<file path="src/rtl/load_store_pkg.sv">
// Shared definitions for the store unload controller.
//   state_t   : controller states (IDLE, DRAIN, DONE)
//   N_DEF     : default store capacity in units
//   CBITS_DEF : default width of the unit counter
package load_store_pkg;

    typedef enum logic [1:0] {
        IDLE  = 2'd0,
        DRAIN = 2'd1,
        DONE  = 2'd2
    } state_t;

    localparam int N_DEF     = 10000;
    localparam int CBITS_DEF = 14;

endpackage

</file>
<file path="src/rtl/unload_store_sat_down_counter.sv">
// Saturating down-counter that holds the number of units left in the store.
// Ports:
//   clk      : clock
//   rst      : asynchronous active-low reset, clears the count
//   load     : load load_val (has priority over dec)
//   dec      : decrement by one; the count never goes below zero
//   load_val : value taken on load
//   count    : current count
//   zero     : count is zero
module sat_down_counter
    import load_store_pkg::*;
#(
    parameter int CBITS = CBITS_DEF
) (
    input  logic             clk,
    input  logic             rst,
    input  logic             load,
    input  logic             dec,
    input  logic [CBITS-1:0] load_val,
    output logic [CBITS-1:0] count,
    output logic             zero
);

    assign zero = (count == '0);

    always_ff @(posedge clk or negedge rst) begin
        if (!rst) begin
            count <= '0;
        end else if (load) begin
            count <= load_val;
        end else if (dec && !zero) begin
            count <= count - 1'b1;
        end
    end

endmodule

</file>
<file path="src/rtl/unload_store.sv">
// Store unload controller: once the loading side reports the store full,
// offers the stored units downstream one at a time until the store is empty,
// then pulses empty for one cycle and returns to idle.
//
//   state | meaning
//   IDLE  | waiting for full; vol holds its last value (0 after a drain)
//   DRAIN | out_valid offered; each accepted unit decrements vol
//   DONE  | store just emptied; empty pulses for this one cycle
//
// Ports:
//   clk       : clock
//   rst       : asynchronous active-low reset
//   full      : store-full level from the loading side
//   out_ready : downstream accepts one unit this cycle
//   out_valid : one unit is offered downstream
//   vol       : units remaining in the store
//   busy      : drain in progress
//   empty     : single-cycle pulse when the store reaches zero
//
// Optional build macro UNLOAD_STORE_ASSERT_EN compiles in embedded
// concurrent properties; behaviour is the same either way.
module unload_store
    import load_store_pkg::*;
#(
    parameter int N     = N_DEF,
    parameter int CBITS = CBITS_DEF
) (
    input  logic             clk,
    input  logic             rst,
    input  logic             full,
    input  logic             out_ready,
    output logic             out_valid,
    output logic [CBITS-1:0] vol,
    output logic             busy,
    output logic             empty
);

    localparam logic [CBITS-1:0] N_VAL = CBITS'(N);

    state_t state;
    logic   transfer;
    logic   last;
    logic   load;
    logic   dec;
    logic   zero;

    assign transfer = (state == DRAIN) && out_valid && out_ready;
    // The final unit is the one accepted while exactly one remains.
    assign last     = transfer && (vol == CBITS'(1));
    assign load     = (state == IDLE) && full;
    assign dec      = transfer && !zero;

    sat_down_counter #(
        .CBITS (CBITS)
    ) u_vol (
        .clk      (clk),
        .rst      (rst),
        .load     (load),
        .dec      (dec),
        .load_val (N_VAL),
        .count    (vol),
        .zero     (zero)
    );

    always_ff @(posedge clk or negedge rst) begin
        if (!rst) begin
            state     <= IDLE;
            out_valid <= 1'b0;
            busy      <= 1'b0;
            empty     <= 1'b0;
        end else begin
            case (state)
                IDLE: begin
                    empty <= 1'b0;
                    if (full) begin
                        state     <= DRAIN;
                        out_valid <= 1'b1;
                        busy      <= 1'b1;
                    end
                end
                DRAIN: begin
                    // full is deliberately ignored here; no reload mid-drain.
                    if (last) begin
                        state     <= DONE;
                        out_valid <= 1'b0;
                        busy      <= 1'b0;
                        empty     <= 1'b1;
                    end
                end
                DONE: begin
                    // Always pass through IDLE so a held full cannot restart
                    // the drain straight out of DONE.
                    state <= IDLE;
                    empty <= 1'b0;
                end
                default: begin
                    state     <= IDLE;
                    out_valid <= 1'b0;
                    busy      <= 1'b0;
                    empty     <= 1'b0;
                end
            endcase
        end
    end

`ifdef UNLOAD_STORE_ASSERT_EN
    a_busy_until_empty: assert property (@(posedge clk) disable iff (!rst)
        busy |-> (busy s_until empty));

    a_stall_holds_vol: assert property (@(posedge clk) disable iff (!rst)
        (out_valid && !out_ready) |=> $stable(vol));

    a_vol_bounded: assert property (@(posedge clk) disable iff (!rst)
        vol <= N_VAL);

    a_empty_at_zero: assert property (@(posedge clk) disable iff (!rst)
        empty |-> (vol == '0));
`endif

endmodule

</file>
<file path="config.mk">
export PLATFORM = sky130hd
export DESIGN_NAME = unload_store
export DESIGN_NICKNAME = d
export VERILOG_FILES = /design/src/rtl/load_store_pkg.sv /design/src/rtl/unload_store_sat_down_counter.sv /design/src/rtl/unload_store.sv
export SDC_FILE = /design/constraint.sdc
export NUM_CORES = 1
export LEC_CHECK = 0
export BUFFER_PORTS_ARGS = -buffer_cell sky130_fd_sc_hd__buf_4
export CAP_MARGIN = 20
export CELL_PAD_IN_SITES_DETAIL_PLACEMENT = 0
export CELL_PAD_IN_SITES_GLOBAL_PLACEMENT = 1
export CORE_ASPECT_RATIO = 1.25
export CORE_MARGIN = 3
export CORE_UTILIZATION = 36
export DETAILED_ROUTE_END_ITERATION = 10
export GPL_TIMING_DRIVEN = 0
export HOLD_SLACK_MARGIN = 0.08
export PLACE_DENSITY = 0.74
export SYNTH_ARGS = -nofsm -noshare
export SYNTH_HDL_FRONTEND = slang
export SYNTH_SLANG_ARGS = --single-unit
</file>
<file path="constraint.sdc">
create_clock -name clk -period 2.07 [get_ports clk]
set_clock_uncertainty 0.2 [all_clocks]
set_input_delay 0.3105 -clock clk [delete_from_list [all_inputs] [get_ports clk]]
set_output_delay 0.3105 -clock clk [all_outputs]
set_load 0.005 [all_outputs]
</file>
==> flow_summary.ini, run 1 <==
[place]
numPortBuffers = 20
dp.cells = 154
postPlaceCellArea_sq_mm = 0.00121
place_congestion = 0.776
hpwl_um = 1640

[global_routing]
first_global_vias = 821
grt_usage = 0.143
antenna_found_initial = 0
overflow = 0
grt_pass1_wl_um = 3710
grt_max_degree = 19

[routing]
vias_per_cell = 5.45
ant_nets = 0
vias = 877
wirelength_um = 2270
drt-initial-drc-count = 5
drc = 0
avgRoutedWirePerCell_um = 14.1
first_pass_iters = 4

[setup_path]
critPathSlowestCell = dfrtp_1
r2r_cells = 6
crit_end = u_vol.count[10]$_DFFE_PN0P_
r2r-end = u_vol.count[10]$_DFFE_PN0P_
worstSetupPathType = register to register
critPathRequiredTime_ps = 2050
cp-start-kind = register
crit_path_max_fanout = 7
reg2reg_slack_ps = 100
worstPathCellList = inv_2 > ha_4 > or2b_1 > a211o_1 > o21ai_1 > or3b_1
crit_start = u_vol.count[1]$_DFFE_PN0P_
slowest_delay_ps = 420
cp-end-kind = register
arrival_ps = 1950
timing.rr.start = u_vol.count[1]$_DFFE_PN0P_

[sta]
fin_hold_ws_ps = 104
hold_viol_final = 0
min_period_ps = 1970
fin_crit_sh = 0.952
fmax_ghz = 0.507
worstMarginPinSlew_ps = 599
slew_headroom = 0.600
rsz0062_at_grt = yes
setup_violations = 0
slew_viol_final = 0

[layout]
final_nets = 136
syn2layout_area_growth_pct = 25.4
num_antenna_cells = 0
finalNonFillerCells = 161
drive_above_1_share = 0.297
postLayoutCellArea_sq_mm = 0.00128
finish.utilization = 0.500

[min_path]
hold_path.class = input port to register

[synth]
synth_edf_count = 0
synth_commonest_cells = 18 x dfrtp_1, 12 x nand2_1, 9 x mux2i_1, 9 x nor2_1
synth_area_per_cell_sq_um = 10.1
yosysMostFrequentCell = dfrtp_1
seq_area_frac_synth = 0.442
ys_types = 38
syn-num-nets = 107
synth.area.top_cells = dfrtp_1 44%, mux2i_1 8.8%, nand2_1 4.4%
synth_top_area_frac = 0.442
yosysWarnings = 0
yosys.area.top_type = dfrtp_1
syn_inst = 101
ys.flop_type = dfrtp_1
synthArstFlopShare = 1.00
netlist_area_sq_mm = 0.00102
yosys_register_bits = 18

[cts]
cts_root_buf = clkbuf_4
cts.clk_slew.worst_paths_ps = 100
htreeDepth = 1
cts_buffer_depth = 2
numCtsBuffers = 3
cts.sinks = 18
clock_latency_ps = 300
tritoncts = yes

[floorplan]
start_util = 0.399
row_count = 20
core_sq_mm = 0.00255
fp.dieH_um = 65.5
die_area_sq_mm = 0.00351
die_w_um = 53.6
io_pins = 21

[job]
cap_violations = 0

[pwr]
p_sw_frac = 0.399
netSwitchingPower_uw = 630
p_int_uw = 950
p_leak_nw = 0.587
pwr-share-seq = 0.437
clkPwrFrac = 0.111
p_total_mw = 1.58
cellPowerDensity_mw_per_mm2 = 1240
pwr-share-comb = 0.452
vdd_drop_max_mv = 0.539

[status]
status = finished, final reports clean
==> stage by stage <==
step / setup slack, ps / TNS, ps
after floorplan: 57.9 / 0
after global placement: -59.5 / -59.5
after detailed placement: -76.6 / -76.6
after CTS: 5.13 / 0
after global routing: -0.0622 / -0.0622
final: 98.7 / 0
==> layout by cell type (no fill, tap or decap), types with 2 or more instances in the layout <==
cell type	synthesis	routed
a211o_1	2	2
buf_4	2	25
clkbuf_4	0	3
dfrtp_1	18	18
inv_1	5	4
mux2i_1	9	9
nand2_1	12	12
nand3b_1	2	2
nand4_1	2	2
nor2_1	9	9
nor3_1	5	5
nor3b_1	2	2
o211ai_1	2	2
o21ai_0	4	4
o311ai_0	2	2
==> flip-flops by register name, summed over array words and instances, names as in the netlist <==
signal / cells
busy: 1
empty: 1
state: 2
u_vol.count: 14
==> cell type report <==
| class | instances | area, sq um |
|---|---|---|
| Fill cell | 261 | 1270 |
| Multi-Input combinational cell | 76 | 547 |
| Inverter | 5 | 18.8 |
| Sequential cell | 18 | 450 |
| Tap cell | 33 | 41.3 |
| Clock buffer | 3 | 22.5 |
| Timing Repair Buffer | 24 | 183 |
| Buffer | 2 | 15.0 |
==> critical path: cells and delay by family (launching register included) <==
kind	cells	cell delay, ps
adders and majority gates	1	160
AOI/OAI and AO/OA	2	390
buffers and inverters	1	90
DFF	1	420
and+or+nand+nor	2	590
==> logic make-up after synthesis <==
logic type      Yosys count  synth area share
simple gates             51             0.316
flops                    18             0.442
compound gates           14            0.0958
mux                       9            0.0885
buf+inv                   7            0.0332
fa+ha+maj                 2            0.0246
==> how the worst min path moves through the flow <==
stage | startpoint | endpoint | cells past startpoint
floorplan | rst | busy$_DFFE_PN0P_ | 0
global placement | rst | u_vol.count[3]$_DFFE_PN0P_ | 1
detailed placement | rst | u_vol.count[3]$_DFFE_PN0P_ | 1
CTS | full | state[0]$_DFFE_PN0P_ | 3
global route | full | state[0]$_DFFE_PN0P_ | 3
finish | full | state[0]$_DFFE_PN0P_ | 3
==> power by group through the flow <==
stage               logic, mW  registers (mW)  clock network, mW
floorplan               0.360           0.676                  0
global placement        0.640           0.697                  0
detailed placement      0.647           0.710                  0
CTS                     0.693           0.690              0.185
global route            0.796           0.725              0.198
finish                  0.714           0.690              0.175
==> repair_timing <==
item,in CTS,in global routing
hold buffers,1,0
endpoints found under the hold margin,18,0
buffers inserted,2,1
gates resized for setup,1,2
endpoints found under the setup margin,1,4
pin swaps,0,1
==> per-layer routing <==
metal | global-route usage | part of all wire | vias to the layer above
met5 | 0 | 0 | -
met3 | 0.0204 | 0.031 | 6
met4 | 0.0703 | 0.020 | 0
met1 | 0.172 | 0.44 | 425
met2 | 0.242 | 0.50 | 18
li1 | - | - | 428
(Power assumes the default switching activity.)
==> run 2, diff against run 1 <==
--- a/config.mk
+++ b/config.mk
@@ -7,15 +7,15 @@
 export LEC_CHECK = 0
 export BUFFER_PORTS_ARGS = -buffer_cell sky130_fd_sc_hd__buf_4
 export CAP_MARGIN = 20
-export CELL_PAD_IN_SITES_DETAIL_PLACEMENT = 0
-export CELL_PAD_IN_SITES_GLOBAL_PLACEMENT = 1
+export CELL_PAD_IN_SITES_DETAIL_PLACEMENT = 1
+export CELL_PAD_IN_SITES_GLOBAL_PLACEMENT = 2
 export CORE_ASPECT_RATIO = 1.25
 export CORE_MARGIN = 3
-export CORE_UTILIZATION = 36
+export CORE_UTILIZATION = 29
 export DETAILED_ROUTE_END_ITERATION = 10
 export GPL_TIMING_DRIVEN = 0
 export HOLD_SLACK_MARGIN = 0.08
-export PLACE_DENSITY = 0.74
+export PLACE_DENSITY = 0.73
 export SYNTH_ARGS = -nofsm -noshare
 export SYNTH_HDL_FRONTEND = slang
 export SYNTH_SLANG_ARGS = --single-unit
==> run 2 against run 1 <==
Register-to-register slack is essentially flat. Maximum frequency barely moved. Critical path depth did not move. Sequential power is essentially flat. Worst hold slack improved by 74 ps. Cell count increased by 6.2%. Via count grew 1.7%. Sequential share of layout area shrank 2.0 points. Critical path type unchanged. Die area rose by 22%. Highest routed layer unchanged. Cell area is 6.2% higher.
==> flow_summary.ini, run 2 (same netlist as run 1, synthesis figures left out) <==
[status]
status = finished, final reports clean

[layout]
largest-register = u_vol.count
register_area_sq_um = 450
drive_above_1_share = 0.336
multiInputGateArea_sq_um = 551
fill_cells = 382
num_antenna_cells = 0
largest_reg_flops = 14
syn2layout_area_growth_pct = 33.2
final_nets = 141
top_regs = u_vol.count (14), state (2)
final_common_cell = buf_4
most-common-layout-cells = 30 x buf_4, 18 x dfrtp_1, 12 x nand2_1, 9 x nor2_1, 9 x mux2i_1

[sta]
setup_violations = 0
worstMarginPinSlew_ps = 677
hold_viol_final = 0
fin_hold_ws_ps = 178
slew_viol_final = 0
fin_crit_sh = 0.952
fmax_ghz = 0.507
slew_headroom = 0.548
min_period_ps = 1970

[setup_path]
critPathSlowestCell = dfrtp_1
cpLargestDelayFamily = simple AND/OR/NAND/NOR gates
worstSetupPathType = register to register
arrival_ps = 1910
critPathRequiredTime_ps = 2010
worstPathCellList = inv_2 > ha_4 > or2b_4 > a211o_1 > o21ai_1 > or3b_1
cp_num_buf_inv = 1
slowest_delay_ps = 420
crit_path_max_fanout = 5
cp-start-kind = register
cp-end-kind = register

[cts]
cts.clk_slew.worst_paths_ps = 80
cts.sinks = 18
cts_buffer_depth = 2
numCtsBuffers = 3
tritoncts = yes
htreeDepth = 1
clock_latency_ps = 250
cts_root_buf = clkbuf_8

[place]
place_congestion = 0.681
numPortBuffers = 20
hpwl_um = 1900

[routing]
ant_nets = 0
vias = 892
wirelength_um = 2640
first_pass_iters = 4
avgRoutedWirePerCell_um = 15.4
drc = 0
vias_per_cell = 5.22
drt-initial-drc-count = 10

[job]
cap_violations = 0

[global_routing]
antenna_found_initial = 0
grt_max_degree = 19
first_global_vias = 934
overflow = 0
grt_usage = 0.138
grt_pass1_wl_um = 4480

[floorplan]
io_pins = 21
start_util = 0.310
row_count = 23
fp.dieH_um = 72.3
core_sq_mm = 0.00328
die_w_um = 59.0
die_area_sq_mm = 0.00426

[pwr]
p_total_mw = 1.80
cellPowerDensity_mw_per_mm2 = 1330
p_leak_nw = 0.629
vdd_drop_max_mv = 0.548

[min_path]
hold_path.class = input port to register
[run 2: path summary, 6_finish.rpt]
| path | startpoint | end | slack (ps) | cells past startpoint |
|---|---|---|---|---|
| min in group asynchronous | rst | u_vol.count[7]$_DFFE_PN0P_ | 260 | 2 |
| max reg2reg | u_vol.count[1]$_DFFE_PN0P_ | u_vol.count[10]$_DFFE_PN0P_ | 100 | 6 |
| max in group asynchronous | rst | state[1]$_DFFE_PN0P_ | 1200 | 2 |
| max | u_vol.count[1]$_DFFE_PN0P_ | u_vol.count[10]$_DFFE_PN0P_ | 100 | 6 |
| min reg2reg | state[1]$_DFFE_PN0P_ | state[0]$_DFFE_PN0P_ | 310 | 1 |
| min | full | state[0]$_DFFE_PN0P_ | 180 | 3 |
[run 2: layout make-up]
cell class,instances,area share
inverters,5,0.0138
plain buffers,2,0.0111
clock buffers,4,0.0406
repair buffers,29,0.162
multi-input cells,76,0.406
flip-flops and latches,18,0.332
well taps,37,0.0341
[run 2: worst min-delay path, stage by stage]
cell	delay (ps)
buf_4	120
nor2_1	110
nor3_1	60
[run 2: through the flow]
stage | TNS (ps) | utilization | worst slack [ps] | std cells | area (sq um)
finish | 0 | 0.413 | 98.8 | 171 | 1360
floorplan | 0 | - | 57.9 | 101 | 1020
detailed placement | -106 | 0.370 | -106 | 158 | 1210
CTS | 0 | 0.397 | 23.7 | 164 | 1300
global route | -1.46 | 0.413 | -1.46 | 171 | 1360
global placement | -73.1 | 0.370 | -73.1 | 158 | 1210
[run 2: where the power goes]
| group | total [mW] | switching (mW) | internal [mW] |
|---|---|---|---|
| combinational | 0.810 | 0.342 | 0.468 |
| sequential | 0.693 | 0.215 | 0.478 |
| clock | 0.296 | 0.127 | 0.169 |
[run 2: timing repair]
item	CTS	global route
buffers inserted	1	7
gates resized for setup	4	0
setup endpoints to repair	1	6
endpoints found under the hold margin	18	0
hold buffers	1	0
pin swaps	0	4
[run 2: metal layers]
metal / track usage / up-vias / wire, um
li1: - / 438 / -
met1: 0.162 / 438 / 1080
met2: 0.248 / 14 / 1450
met3: 0.0214 / 2 / 81
met4: 0.0529 / 0 / 23
met5: 0 / - / 0
==> run 3, diff against run 2 <==
--- a/config.mk
+++ b/config.mk
@@ -5,13 +5,15 @@
 export SDC_FILE = /design/constraint.sdc
 export NUM_CORES = 1
 export LEC_CHECK = 0
+export ABC_AREA = 1
 export BUFFER_PORTS_ARGS = -buffer_cell sky130_fd_sc_hd__buf_4
 export CAP_MARGIN = 20
 export CELL_PAD_IN_SITES_DETAIL_PLACEMENT = 1
 export CELL_PAD_IN_SITES_GLOBAL_PLACEMENT = 2
 export CORE_ASPECT_RATIO = 1.25
 export CORE_MARGIN = 3
-export CORE_UTILIZATION = 29
+export CORE_UTILIZATION = 26
+export CTS_CLUSTER_SIZE = 16
 export DETAILED_ROUTE_END_ITERATION = 10
 export GPL_TIMING_DRIVEN = 0
 export HOLD_SLACK_MARGIN = 0.08
==> run 3 against run 2 <==
Combinational power grew 35%. Cell area grew 1.7%. Power grew 13%. Wire length grew 17%.
==> flow_summary.ini, run 3 <==
[status]
status = finished, final reports clean

[sta]
fin_ws_ps = 176
fmax_ghz = 0.528
setup_violations = 0
fin_crit_sh = 0.915
worstMarginPinSlew_ps = 541
hold_viol_final = 0
rsz0062_at_grt = no
slew_headroom = 0.640
min_period_ps = 1890
slew_viol_final = 0
setup_tns_ps = 0

[setup_path]
reg2reg_slack_ps = 180
critPathRequiredTime_ps = 2060
r2r_cells = 10
r2r-end = u_vol.count[11]$_DFFE_PN0P_
worstSetupPathType = register to register
crit_start = u_vol.count[0]$_DFFE_PN0P_
cp-start-kind = register
crit_path_max_fanout = 10
timing.rr.start = u_vol.count[0]$_DFFE_PN0P_
cp-end-kind = register
arrival_ps = 1890

[min_path]
hold_path.class = input port to async pin

[place]
place_congestion = 0.747
dp_slack_ps = 92.9
hpwl_um = 2400
dp.cells = 233
numPortBuffers = 20

[layout]
finalNonFillerCells = 237
drive_above_1_share = 0.202
fill_cells = 532
top_regs = u_vol.count (14), state (2)
final_common_cell = nand2_1
largest_reg_flops = 14
most-common-layout-cells = 53 x nand2_1, 21 x nor2_1, 21 x buf_4, 18 x inv_1, 18 x dfrtp_1
syn2layout_area_growth_pct = 24.5
num_antenna_cells = 0
final_nets = 191
largest-register = u_vol.count

[routing]
drc = 0
vias_per_cell = 4.57
avgRoutedWirePerCell_um = 13.1
wirelength_um = 3100
ant_nets = 0
wl_met2_um = 1560
drt-met1-wl_um = 1380
first_pass_iters = 4
met3WireLength_um = 104
top_layer_used = met4
vias = 1083
drt-initial-drc-count = 35

[cts]
cts_root_buf = clkbuf_8
htreeDepth = 1
cts.clk_slew.worst_paths_ps = 70
clock_latency_ps = 260
postCtsSetupBuffers = 0
cts_buffer_depth = 2
numCtsBuffers = 3
cts.sinks = 18
tritoncts = yes

[synth]
synth.area.top_cells = dfrtp_1 41%, nand2_1 18%, nor2_1 7.1%
ys_types = 22
synth_area_per_cell_sq_um = 6.96
seq_area_frac_synth = 0.407
yosys_register_bits = 18
synth_edf_count = 0
synth_commonest_cells = 53 x nand2_1, 21 x nor2_1, 19 x inv_1
ys.flop_type = dfrtp_1
syn-num-nets = 165
yosys.area.top_type = dfrtp_1
yosysWarnings = 0
synth_top_area_frac = 0.407
syn_inst = 159
netlist_area_sq_mm = 0.00111
synthArstFlopShare = 1.00
yosysMostFrequentCell = nand2_1

[floorplan]
io_pins = 21
die_area_sq_mm = 0.00508
die_w_um = 64.4
row_count = 25
start_util = 0.281
fp.dieH_um = 79.0
core_sq_mm = 0.00394

[job]
cap_violations = 0

[global_routing]
grt_usage = 0.141
grt_max_degree = 19
first_global_vias = 1145
antenna_found_initial = 0
grt_pass1_wl_um = 5460
overflow = 0

[pwr]
p_leak_nw = 0.714
cellPowerDensity_mw_per_mm2 = 1470
vdd_drop_max_mv = 0.554
[run 3: changes by cell type after synthesis, moves of 4 or more]
cell	delta
o21ai_0	-4
nor3_1	-4
nand2_1	+41
inv_1	+14
mux2i_1	-9
nand3_1	+13
nand4_1	+4
nor2_2	+5
nor2_1	+12
[run 3: what timing repair did]
action / CTS / global route
endpoints found under the hold margin: 18 / 0
resized for setup: 0 / 2
hold buffers: 1 / 0
setup endpoints to repair: 0 / 10
[run 3: cell type report]
cell class	count	area [sq um]	share of cell area
sequential	18	450	0.327
timing repair buffer	21	160	0.116
buffer	2	11.3	0.00817
tap	54	67.6	0.0490
clock buffer	3	41.3	0.0299
multi-input combinational	119	568	0.412
inverter	20	80.1	0.0581
[run 3: where the power goes]
group | switching (mW) | internal [mW] | leakage, nW
sequential | 0.205 | 0.488 | 0.228
combinational | 0.621 | 0.466 | 0.464
clock | 0.122 | 0.130 | 0.0216
[run 3: cell families (layout without fill, tap and decap cells)]
family	Yosys count	after routing	share of synthesized area
adder cells (fa/ha/maj)	2	2	0.0226
AO/OA/AOI/OAI	11	11	0.0610
buffers and inverters	22	46	0.0825
AND/OR/NAND/NOR	105	105	0.419
flip-flops	18	18	0.407
XOR/XNOR	1	1	0.00791
[run 3: critical path, cell delays in order, from the launching register on]
cell and delay, ps:
dfrtp_1 440, inv_2 130, ha_2 250, nand2_2 110
nor2_4 150, nand2_1 80, nand2_2 110, nand2_4 120
clkinv_4 120, nand2_1 50, nand2_1 60
[run 3: how the worst max path moves through the flow]
stage                                  endpoint  slack (ps)  depth (start not counted)
detailed placement   u_vol.count[5]$_DFFE_PN0P_          90                         10
floorplan            u_vol.count[5]$_DFFE_PN0P_         380                         10
CTS                 u_vol.count[11]$_DFFE_PN0P_          60                         10
global placement    u_vol.count[11]$_DFFE_PN0P_          80                         10
global route        u_vol.count[10]$_DFFE_PN0P_          20                         10
finish              u_vol.count[11]$_DFFE_PN0P_         180                         10
[run 3: layer usage]
| layer | up-vias | global-route usage |
|---|---|---|
| met5 | - | 0 |
| met4 | 0 | 0.0634 |
| met3 | 4 | 0.0226 |
| met2 | 17 | 0.246 |
| met1 | 513 | 0.168 |
| li1 | 549 | - |
[run 3: stage by stage]
step / instance area (sq um) / utilization / power (mW) / hold WS [ps]
floorplan: 1110 / - / 1.35 / -185
global placement: 1330 / 0.336 / 1.77 / -0.0300
detailed placement: 1330 / 0.336 / 1.80 / 3.79
CTS: 1380 / 0.349 / 2.06 / 266
global route: 1380 / 0.350 / 2.28 / 282
finish: 1380 / 0.350 / 2.03 / 259
